## src/rtl/uart_tx_serializer.sv

```systemverilog
// uart_tx_serializer: UART transmitter. One word per txValid/txReady handshake is
// serialized as start bit, 5..DATA_WIDTH data bits LSB-first, optional parity and
// one or two stop bits. Bit period = max(baudDivisor,1) * overSampling clk cycles.
// Optional feature macro: UART_TX_ERR_INJ_EN adds parity/framing error injection inputs.
module uart_tx_serializer #(
    parameter int DATA_WIDTH = 8,
    parameter int DIV_WIDTH  = 16
) (
    input  logic                  clk,
    input  logic                  reset,
    input  logic [DIV_WIDTH-1:0]  baudDivisor,
    input  logic [4:0]            overSampling,
    input  logic [3:0]            dataType,
    input  logic                  parityEnable,
    input  logic                  parityType,
    input  logic [1:0]            stopBits,
    input  logic                  txValid,
    input  logic [DATA_WIDTH-1:0] txData,
`ifdef UART_TX_ERR_INJ_EN
    input  logic                  parityErrInj,
    input  logic                  framingErrInj,
`endif
    output logic                  txReady,
    output logic                  tx,
    output logic                  busy,
    output logic                  frameDone
);

    localparam int          IDX_W    = (DATA_WIDTH > 1) ? $clog2(DATA_WIDTH) : 1;
    localparam logic [3:0]  MAX_BITS = 4'(DATA_WIDTH);

    typedef enum logic [2:0] {
        S_IDLE, S_START, S_DATA, S_PARITY, S_STOP1, S_STOP2
    } state_t;

    state_t                 state, state_nxt;

    // counters
    logic [DIV_WIDTH-1:0]   div_cnt, div_nxt;
    logic [4:0]             tick_cnt, tick_nxt;
    logic [IDX_W-1:0]       bit_idx, idx_nxt;

    // frame configuration captured at accept
    logic [DIV_WIDTH-1:0]   div_lat;
    logic [4:0]             os_lat;
    logic [3:0]             nbits;
    logic                   par_en, par_type, two_stop;
    logic [DATA_WIDTH-1:0]  data_lat;
    logic                   par_inj, frm_inj;

    // normalised incoming configuration
    logic [DIV_WIDTH-1:0]   div_in;
    logic [4:0]             os_in;
    logic [3:0]             nbits_in;
    logic [DATA_WIDTH-1:0]  data_in;

    logic                   tick, bit_end, last_bit, frame_end, accept, tx_nxt;

    assign tick     = (div_cnt == div_lat - DIV_WIDTH'(1));
    assign bit_end  = tick && (tick_cnt == os_lat - 5'd1);
    assign last_bit = (4'(bit_idx) == nbits - 4'd1);
    assign accept   = txValid && txReady;

    // Map out-of-range config to defaults; unused upper data bits are zeroed so
    // the parity reduction can cover the whole latched word.
    always_comb begin
        div_in   = (baudDivisor == '0) ? DIV_WIDTH'(1) : baudDivisor;
        os_in    = (overSampling == 5'd13) ? 5'd13 : 5'd16;
        nbits_in = (dataType >= 4'd5 && dataType <= MAX_BITS) ? dataType : MAX_BITS;
        data_in  = '0;
        for (int i = 0; i < DATA_WIDTH; i++)
            data_in[i] = txData[i] & (i < int'(nbits_in));
    end

    // Next state, counter updates and next line value; outputs follow from state.
    always_comb begin
        state_nxt = state;
        div_nxt   = div_cnt;
        tick_nxt  = tick_cnt;
        idx_nxt   = bit_idx;
        frame_end = 1'b0;
        tx_nxt    = 1'b1;

        if (state != S_IDLE) begin
            div_nxt  = tick ? '0 : div_cnt + DIV_WIDTH'(1);
            tick_nxt = !tick ? tick_cnt : (bit_end ? 5'd0 : tick_cnt + 5'd1);
        end

        case (state)
            S_IDLE:   ;
            S_START:  if (bit_end) state_nxt = S_DATA;
            S_DATA:   if (bit_end) begin
                          if (last_bit) begin
                              idx_nxt   = '0;
                              state_nxt = par_en ? S_PARITY : S_STOP1;
                          end else begin
                              idx_nxt = bit_idx + IDX_W'(1);
                          end
                      end
            S_PARITY: if (bit_end) state_nxt = S_STOP1;
            S_STOP1:  if (bit_end) begin
                          if (two_stop) begin
                              state_nxt = S_STOP2;
                          end else begin
                              frame_end = 1'b1;
                              state_nxt = S_IDLE;
                          end
                      end
            S_STOP2:  if (bit_end) begin
                          frame_end = 1'b1;
                          state_nxt = S_IDLE;
                      end
            default:  state_nxt = S_IDLE;
        endcase

        // The last stop-bit cycle already counts as idle so a waiting word can
        // start immediately with no gap on the line.
        txReady   = (state == S_IDLE) || frame_end;
        busy      = (state != S_IDLE) && !frame_end;
        frameDone = frame_end;

        if (txValid && txReady) begin
            state_nxt = S_START;
            div_nxt   = '0;
            tick_nxt  = '0;
            idx_nxt   = '0;
        end

        case (state_nxt)
            S_START:  tx_nxt = 1'b0;
            S_DATA:   tx_nxt = data_lat[idx_nxt];
            S_PARITY: tx_nxt = ^data_lat ^ par_type ^ par_inj;
            S_STOP1:  tx_nxt = ~frm_inj;
            default:  tx_nxt = 1'b1;
        endcase
    end

    // State, counters and a registered tx so the line never glitches.
    always_ff @(posedge clk or posedge reset) begin
        if (reset) begin
            state    <= S_IDLE;
            div_cnt  <= '0;
            tick_cnt <= '0;
            bit_idx  <= '0;
            tx       <= 1'b1;
        end else begin
            state    <= state_nxt;
            div_cnt  <= div_nxt;
            tick_cnt <= tick_nxt;
            bit_idx  <= idx_nxt;
            tx       <= tx_nxt;
        end
    end

    // Capture word and configuration at accept; held constant for the frame.
    always_ff @(posedge clk or posedge reset) begin
        if (reset) begin
            div_lat  <= DIV_WIDTH'(1);
            os_lat   <= 5'd16;
            nbits    <= MAX_BITS;
            par_en   <= 1'b0;
            par_type <= 1'b0;
            two_stop <= 1'b0;
            data_lat <= '0;
        end else if (accept) begin
            div_lat  <= div_in;
            os_lat   <= os_in;
            nbits    <= nbits_in;
            par_en   <= parityEnable;
            par_type <= parityType;
            two_stop <= (stopBits == 2'd2);
            data_lat <= data_in;
        end
    end

`ifdef UART_TX_ERR_INJ_EN
    // Error-injection controls, captured with the rest of the frame config.
    always_ff @(posedge clk or posedge reset) begin
        if (reset) begin
            par_inj <= 1'b0;
            frm_inj <= 1'b0;
        end else if (accept) begin
            par_inj <= parityErrInj;
            frm_inj <= framingErrInj;
        end
    end
`else
    assign par_inj = 1'b0;
    assign frm_inj = 1'b0;
`endif

endmodule

```

## config.mk

```make
export PLATFORM = sky130hd
export DESIGN_NAME = uart_tx_serializer
export DESIGN_NICKNAME = d
export VERILOG_FILES = /design/src/rtl/uart_tx_serializer.sv
export SDC_FILE = /design/constraint.sdc
export NUM_CORES = 1
export LEC_CHECK = 0
export ABC_CLOCK_PERIOD_IN_PS = 3500
export BUFFER_PORTS_ARGS = -buffer_cell sky130_fd_sc_hd__buf_2
export CAP_MARGIN = 40
export CORE_MARGIN = 1.5
export CORE_UTILIZATION = 50
export CTS_BUF_LIST = sky130_fd_sc_hd__clkbuf_16
export CTS_CLUSTER_SIZE = 30
export DETAILED_ROUTE_END_ITERATION = 16
export HOLD_SLACK_MARGIN = 0.03
export PLACE_DENSITY = 0.73
export RECOVER_POWER = 25
export SLEW_MARGIN = 20
export SYNTH_ARGS = -nofsm -noshare
export SYNTH_HDL_FRONTEND = slang
export SYNTH_SLANG_ARGS = --single-unit
```

## constraint.sdc

```tcl
create_clock -name clk -period 3.5 [get_ports clk]
set_input_delay 0.35 -clock clk [delete_from_list [all_inputs] [get_ports clk]]
set_output_delay 0.35 -clock clk [all_outputs]
set_load 0.1 [all_outputs]
```

* Word level (Yosys, flattened, before mapping)
Cells that the tools add are included.
Cells by class: bitwise operators 9, equal/unequal tests 13, $add $sub $neg 6, magnitude comparators 11, muxes and demuxes 31, reduce and logical (&&, ||, !) cells 13
Operators with widths (count):
- $mux W16 | 4
- $mux W3 | 13
- $mux W5 | 5
- $pmux W3 S6 | 1
- $add A16 B1 Y16 const B | 1
- $eq A16 B16 Y1 | 1
- $logic_not A16 Y1 | 1
- $lt A3 B4 Y1 const A | 4
- $sub A16 B1 Y16 const B | 1
- $eq A3 B2 Y1 const B | 4
- $and A1 B1 Y1 | 8
- $lt A1 B4 Y1 const A | 2
- $lt A2 B4 Y1 const A | 2
- $reduce_xor A8 Y1 | 1
- $eq A3 B1 Y1 const B | 2
- $eq A3 B3 Y1 const B | 2
- $add A5 B1 Y5 const B | 1
- $eq A5 B4 Y1 const B | 1
- $eq A5 B5 Y1 | 1
- $sub A5 B1 Y5 const B | 1
- $eq A3 B4 Y1 | 1
- $ge A4 B3 Y1 const B | 1
- $le A4 B4 Y1 const B | 1
- $logic_and A1 B1 Y1 | 4
- 16 further kinds | 20
Storage, ports and cells: output and inout port bits 4, input port bits 40, logic and storage cells 95, register bits 64

* Logic depth before layout (Yosys ltp)
Gate-level depths: netlist of the first run.
depth in word-level cells 11, gate-level depth with buffers 14, mapped depth without buffers 14

* Worst setup path before layout of the first run
OpenSTA, ideal clock, no wires.
path kind flip-flop to output port, start reg div_lat[3], end out busy, arrival 3.952 ns, slack -0.802 ns, buffers on the path 1, data required time 3.150 ns, stages on the path, launching flop included 10, cell sequence dfrtp_1 -> buf_6 -> or4_4 -> or3_1 -> mux2i_1 -> a2111oi_4 -> nand4_2 -> o31ai_1 -> and2_1 -> inv_1
Between the ends: word-level cells in the longest chain between the ends 7, elaborated cells on any way between the ends 8, those cells by class add/sub: 1; eq/ne: 1; mux: 3; reduce/logical: 3
Ends and longest elaborated chain:
- start: declaration | line 44 | logic [DIV_WIDTH-1:0] div_lat;
- start signal: assignment | line 166 | div_lat <= div_in;
- $sub A16 B1 Y16 * | line 59 | assign tick = (div_cnt == div_lat - DIV_WIDTH'(1));
- $eq A16 B16 Y1 * | line 59
- $logic_and A1 B1 Y1 * | line 60 | assign bit_end = tick && (tick_cnt == os_lat - 5'd1);
- $mux W1, on equally long branches | line 109, 101
- $pmux W1 S2 * | line 89 | case (state)
- $logic_not A1 Y1 * | line 119 | busy = (state != S_IDLE) && !frame_end;
- $logic_and A1 B1 Y1 * | line 119
- end: declaration | line 25 | output logic busy,
Mark *: on every way between the ends. The rest lies on a longest branch, timed or not.

* Worst setup path after layout of the first run
start reg div_lat[5], end out busy
Same word-level chain as after synthesis.

==> results of run 1 <==
worst reg2reg max path, delay by kind of cell, from the launching register on:
kind	cells	cell delay, ns
AND/OR/NAND/NOR	4	1.26
flip-flops	1	0.37
buffers and inverters	4	0.74
AO/OA/AOI/OAI	6	1.01
registers in the layout, summed over array words and instances, names as in the netlist, 2 cells and up:
register and flops:
bit_idx 3, data_lat 8, div_cnt 16, div_lat 16, nbits 4, os_lat 2
state 3, tick_cnt 5
through the flow:
step / setup TNS, ns / hold slack [ns] / cells
after detailed placement: 0 / 0.479 / 606
after global placement: 0 / 0.469 / 606
after global routing: -0.484 / 0.213 / 628
after floorplan: -0.165 / 0.451 / 458
final: -0.118 / 0.211 / 628
after CTS: -0.0939 / 0.151 / 627
how the worst max path moves through the flow:
| stage | slack, ns | cells after the start | end |
|---|---|---|---|
| floorplan | -0.17 | 9 | busy |
| global placement | 0.16 | 11 | tx |
| detailed placement | 0.07 | 11 | tx |
| CTS | -0.06 | 10 | busy |
| global route | -0.21 | 10 | busy |
| finish | -0.09 | 10 | busy |
kinds of logic (layout without fill, tap and decap cells):
family / count (synthesis) / in the layout / synth area share [%]
AO/OA/AOI/OAI: 85 / 85 / 15.1
XOR/XNOR: 40 / 40 / 8.97
adder cells (fa/ha/maj): 5 / 5 / 1.60
flip-flops: 61 / 61 / 39.2
AND/OR/NAND/NOR: 226 / 226 / 29.6
multiplexers: 6 / 6 / 1.57
buffers and inverters: 35 / 103 / 3.88
power breakdown:
group	switching, W	internal (W)	leakage [nW]	total [W]
combinational	0.000603	0.000522	1.27	0.00112
sequential	0.000200	0.000877	0.781	0.00108
clock	0.000311	0.000612	0.153	0.000923
area by class of cell:
| type | count | area [µm²] |
|---|---|---|
| Inverter | 16 | 63.8 |
| Timing Repair Buffer | 71 | 527 |
| Fill cell | 620 | 2720 |
| Sequential cell | 61 | 1530 |
| Multi-Input combinational cell | 362 | 2370 |
| Clock inverter | 7 | 82.6 |
| Tap cell | 102 | 128 |
| Clock buffer | 9 | 225 |
cell usage in the layout, fill, tap and decap left out, drive strengths merged, types with 7 or more instances in the layout:
cell type | Yosys | layout
nand2 | 98 | 98
buf | 6 | 70
dfrtp | 57 | 57
o21ai | 35 | 35
nor2 | 28 | 28
xnor2 | 24 | 24
nand3 | 17 | 17
inv | 16 | 17
xor2 | 16 | 16
nor3 | 13 | 13
a21oi | 11 | 11
nor4 | 11 | 11
nor2b | 9 | 9
nand2b | 9 | 9
clkbuf | 13 | 9
or3 | 7 | 7
o31ai | 7 | 7
timing repair:
item | in CTS | in global routing
gates resized for setup | 12 | 17
cloned | 1 | 0
buffers inserted | 4 | 2
pin swaps | 13 | 10
endpoints found under the setup margin | 3 | 8
synth_stat cells, drive strengths merged, types with 3 or more instances:
library cell	count	area [µm²]
or3	7	43.8
nand3	17	85.1
nor2	28	105
nand3b	4	30.0
and2	4	25.0
nand4	3	25.0
xor2	16	140
nand2b	9	56.3
a21oi	11	55.1
mux2i	5	50.1
nor3	13	76.3
and3	5	31.3
or4	5	41.3
o41ai	3	33.8
nor4	11	105
buf	6	42.5
o31ai	7	52.6
dfrtp	57	1430
inv	16	60.1
or2	4	25.0
dfstp	4	105
ha	5	62.6
nor2b	9	56.3
o21ai	35	175
nand2	98	368
a21o	4	30.0
clkbuf	13	48.8
xnor2	24	210
layer usage:
metal	wire, µm	vias up	GRT usage [%]
met2	5290	89	44.7
met5	0	-	0
li1	-	1726	-
met1	4180	1750	28.4
met4	293	0	12.9
met3	340	28	5.86
==> metrics.cfg, run 1 <==
[clock_tree]
cts_sinks = 61
cts_root_buffer = clkbuf_16
htree_levels = 3
cts_tree = yes
cts_made_buffers = 9
cts.clk_slew.worst_paths_ns = 0.05
clk_latency_ns = 0.33
clock_path_buffers = 2
holdBufCountCts = 0

[floorplanning]
io_pins = 44
die_y_um = 91.4
start_util_pct = 51.0
core_um2 = 7650
core.rowCount = 32
die_x_um = 91.4
dieArea_um2 = 8350

[critical_path]
r2r_slack_ns = 0.08
critical_path_buf_inv_count = 3
critPathTopFamily = simple AND/OR/NAND/NOR gates
path_cells = or4_4 -> or3_4 -> mux2i_2 -> a2111oi_4 -> nand4_2 -> buf_6 -> o31ai_4 -> and2_4 -> clkinvlp_4 -> buf_12
path_max_fanout = 3
critical-path-slowest-cell = or4_4
critPathRequiredTime_ns = 3.15
crit_start = div_lat[5]
critical_path.endpoint_type = output pin
slowest_delay_ns = 0.57
reg2reg_from = div_lat[5]
worstPathArrival_ns = 3.24
criticalPathCategory = reg2out
crit_path_start_kind = register
r2r_cells = 14
reg2reg_to = tx

[global_routing]
globalRouteOverflowTotal = 0
antenna_found_initial = 0
grt_max_degree = 41
grt_usage_pct = 25.4
grt_pass1_wl_um = 16800
grt_pass1_vias = 3650

[power_and_ir_drop]
powerDensity_nw_per_um2 = 634
leakage_nw = 2.20
peakVddDrop_mv = 0.404
power_w = 0.00312

[hold_path]
holdPathEnd = par_type
hold_path.class = in2reg
whs_path_depth = 3
hold_start = parityType

[cells_and_area]
finalNetCount = 566
design_area_um2 = 4920
final_core_util_pct = 64.4
diodes = 0
final_layout_size_suffix_gt1_share_pct = 24.1
syn_to_final_growth_pct = 26.2

[timing]
finalSetupViolations = 2
rsz0062_at_grt = true
fin_worst_skew_ns = 0.00770
worst-slew-pin-transition_ns = 1.24
slew_violations = 0
post-route-period-util_pct = 102
setup_ws_ns = -0.0858
fmax_mhz = 279
slew_headroom_pct = 17.2
hold_viol_final = 0
period_minus_slack_ns = 3.59

[yosys]
synthArstFlopShare_pct = 100
synth_nets = 503
avgSynthCellArea_um2 = 8.52
ys_ff_latch = 61
synthDistinctLibCells = 66
ys.warnings.count = 0
synthesis.area_um2 = 3900
yosysSeqAreaShare_pct = 39.2
synth_edf_count = 0
netlist_instances = 458
synth-main-ff-cell = dfrtp_1

[placed_design]
place_ws_ns = 0.0714
port_buffers = 43
gp_congestion = 0.855
dp.final_hpwl_um = 7100
placed_cell_area_um2 = 4400

[outcome]
violations = setup timing
outcome = complete, but fails checks

[drt]
route.detailed.drc = 0
routedWlPerCell_um = 16.1
via_per_inst = 5.72
drtIter0Drc = 122
antenna_left = 0
drt-total-wl_um = 10100
drt-pass1-iter-count = 5
vias = 3593

[run]
drv_cap = 0

Note: power is estimated with default switching activity, not from simulation.
==> inputs of run 2 (changes only) <==
--- a/constraint.sdc
+++ b/constraint.sdc
@@ -3,2 +3,2 @@
 set_output_delay 0.35 -clock clk [all_outputs]
-set_load 0.1 [all_outputs]
+set_load 0.01 [all_outputs]
==> run 2 against run 1 <==
Against the previous run: the run still ends with setup timing left; clock skew is 0.00073 ns lower; register-to-register slack worse by 0.07 ns; total power is 2.6% lower; final cell count is 0.16% lower; wire length is 7.7% lower; sequential share of layout area is 0.71 points higher; first-iteration DRC count is 91% higher; cell area is 2.2% lower.
==> metrics.cfg, run 2 (synthesized netlist as in run 1, its figures left out) <==
[outcome]
outcome = complete, but fails checks
violations = setup timing

[critical_path]
critical_path.endpoint_type = output pin
crit_path_start_kind = register
slowest_delay_ns = 0.55  ; -0.02 ns
criticalPathCategory = reg2out
critPathRequiredTime_ns = 3.15  ; about the same
critPathTopFamily = simple AND/OR/NAND/NOR gates
critical_path_buf_inv_count = 3  ; unchanged
critical-path-slowest-cell = or4_4
crit_top_cell = buf_6
path_cells = or4_4 -> or3_4 -> mux2i_2 -> a2111oi_4 -> nand4_2 -> buf_6 -> nor3_4 -> buf_6 -> nand2_1 -> nor2_1 -> buf_2
path_max_fanout = 3  ; unchanged
worstPathArrival_ns = 3.18  ; -0.06 ns

[drt]
via_per_inst = 5.60  ; -2.1%
antenna_left = 0  ; unchanged
route.detailed.drc = 0  ; unchanged
drt-pass1-iter-count = 4  ; -1
routedWlPerCell_um = 14.9  ; -7.6%
drtIter0Drc = 233  ; +91%
vias = 3512  ; -2.3%
drt-total-wl_um = 9320  ; -7.7%

[timing]
rsz0062_at_grt = true
fmax_mhz = 284  ; +1.7%
finalSetupViolations = 2  ; unchanged
period_minus_slack_ns = 3.53  ; -0.0603 ns
post-route-period-util_pct = 101  ; -1.7 points
fin_setup_tns_ns = -0.0322  ; +0.0860 ns
worst-slew-pin-transition_ns = 1.05  ; -0.187 ns
slew_violations = 0  ; unchanged
slew_headroom_pct = 29.7  ; +13 points
fin_worst_skew_ns = 0.00697  ; -0.000729 ns
hold_viol_final = 0  ; unchanged
setup_ws_ns = -0.0255  ; +0.0603 ns

[floorplanning]
core_um2 = 7650  ; unchanged
dieArea_um2 = 8350  ; unchanged
start_util_pct = 51.0  ; unchanged
die_y_um = 91.4  ; unchanged
die_x_um = 91.4  ; unchanged
io_pins = 44  ; unchanged
core.rowCount = 32  ; unchanged

[clock_tree]
htree_levels = 3  ; unchanged
cts_sinks = 61  ; unchanged
cts.clk_slew.worst_paths_ns = 0.05  ; about the same
cts_root_buffer = clkbuf_16
cts_made_buffers = 9  ; unchanged
clk_latency_ns = 0.33  ; about the same
cts_tree = yes
clock_path_buffers = 2  ; unchanged

[cells_and_area]
reg_top3 = div_cnt: 16 flops, div_lat: 16 flops, data_lat: 8 flops
final_core_util_pct = 63.0  ; -1.4 points
mostFrequentLayoutCells = 98 x nand2_1, 56 x dfrtp_1, 42 x buf_2
syn_to_final_growth_pct = 23.4
num-fill-cells = 637  ; +2.7%
finalNetCount = 565  ; -0.18%
finalNonFillerCells = 627  ; -0.16%
multiInputGateArea_um2 = 2340  ; -1.3%
final_common_cell = nand2_1
final_layout_size_suffix_gt1_share_pct = 23.0  ; -1.1 points
diodes = 0  ; unchanged
regArea_um2 = 1530  ; about the same

[hold_path]
hold_path.class = in2reg

[global_routing]
grt_max_degree = 43  ; +4.9%
grt_usage_pct = 23.8  ; -1.6 points
antenna_found_initial = 0  ; unchanged
grt_pass1_vias = 3454  ; -5.4%
globalRouteOverflowTotal = 0  ; unchanged
grt_pass1_wl_um = 15800  ; -5.6%

[placed_design]
gp_congestion = 0.844  ; -1.3%
placed_cells = 605  ; -0.17%
place_ws_ns = 0.0915  ; +0.0200 ns
port_buffers = 43  ; unchanged
dp.final_hpwl_um = 6580  ; -7.3%

[run]
drv_cap = 0  ; unchanged

[power_and_ir_drop]
p_seq_share_pct = 35.5  ; +1.1 points
power_w = 0.00304  ; -2.6%
peakVddDrop_mv = 0.431  ; +6.4%
powerDensity_nw_per_um2 = 631  ; -0.49%
p_int_w = 0.00197  ; -1.9%
p_sw_share_pct = 35.1  ; -0.49 points
p_switching_w = 0.00107  ; -4.0%
leakage_nw = 2.15  ; -2.3%
pwr-share-clk_pct = 30.8  ; +1.2 points
power_frac_comb_pct = 33.7  ; -2.3 points

run 2: cell types whose count changed in the layout (fill, tap and decap cells not counted), sizes merged:
cell,before,now
clkbuf,9,11
clkinvlp,2,3
bufbuf,1,0
buf,70,67
clkinv,2,1
dlygate4sd3,0,1
run 2: layer usage:
metal  vias up  track usage, %  part of all wire (%)
met3        19            5.03                   4.1
met5         -               0                     0
met4         0            9.51                   2.3
li1       1731               -                     -
met1      1667            30.3                    46
met2        95            39.4                    48
run 2: worst paths after layout:
check / start / end / slack (ns) / cells past startpoint
worst max-delay path: div_lat[3] / frameDone / -0.03 / 11
worst min-delay path: txData[3] / data_lat[3] / 0.21 / 3
worst max register to register: div_lat[3] / tx / 0.01 / 12
worst min register to register: par_type / par_type / 0.50 / 2
max in group asynchronous: reset / div_lat[7] / 1.24 / 4
min in group asynchronous: reset / os_lat[3] / 0.70 / 3
run 2: area by class of cell:
class / instances / area share [%]
Timing Repair Buffer: 70 / 9.22
Clock buffer: 9 / 4.67
Inverter: 16 / 1.25
Multi-Input combinational cell: 362 / 48.5
Tap cell: 102 / 2.65
Sequential cell: 61 / 31.8
Clock inverter: 7 / 1.90
run 2: worst min-delay path: cells and delay by family:
kind                   cells  cell delay, ns
and+or+nand+nor            2            0.08
buffers and inverters      1            0.07
run 2: power groups by stage:
stage,Sequential [W],Combinational [W],Clock [W]
after floorplan,0.00104,0.000737,0
after global placement,0.00107,0.000913,0
after detailed placement,0.00108,0.000944,0
after CTS,0.00108,0.000977,0.000948
after global routing,0.00111,0.00114,0.000985
final,0.00108,0.00102,0.000936
run 2: repair_timing:
item,4_1_cts,5_1_grt
hold endpoints to repair,16,0
pin swaps,7,6
resized for setup,11,15
setup buffers,3,2
setup endpoints to repair,2,5
hold buffers,1,0
run 2: metrics by stage:
stage / hold WS (ns) / instance area, µm²
2_1_floorplan: 0.451 / 3900
3_3_place_gp: 0.365 / 4330
3_5_place_dp: 0.369 / 4330
4_1_cts: 0.207 / 4730
5_1_grt: 0.213 / 4820
6_report: 0.215 / 4820
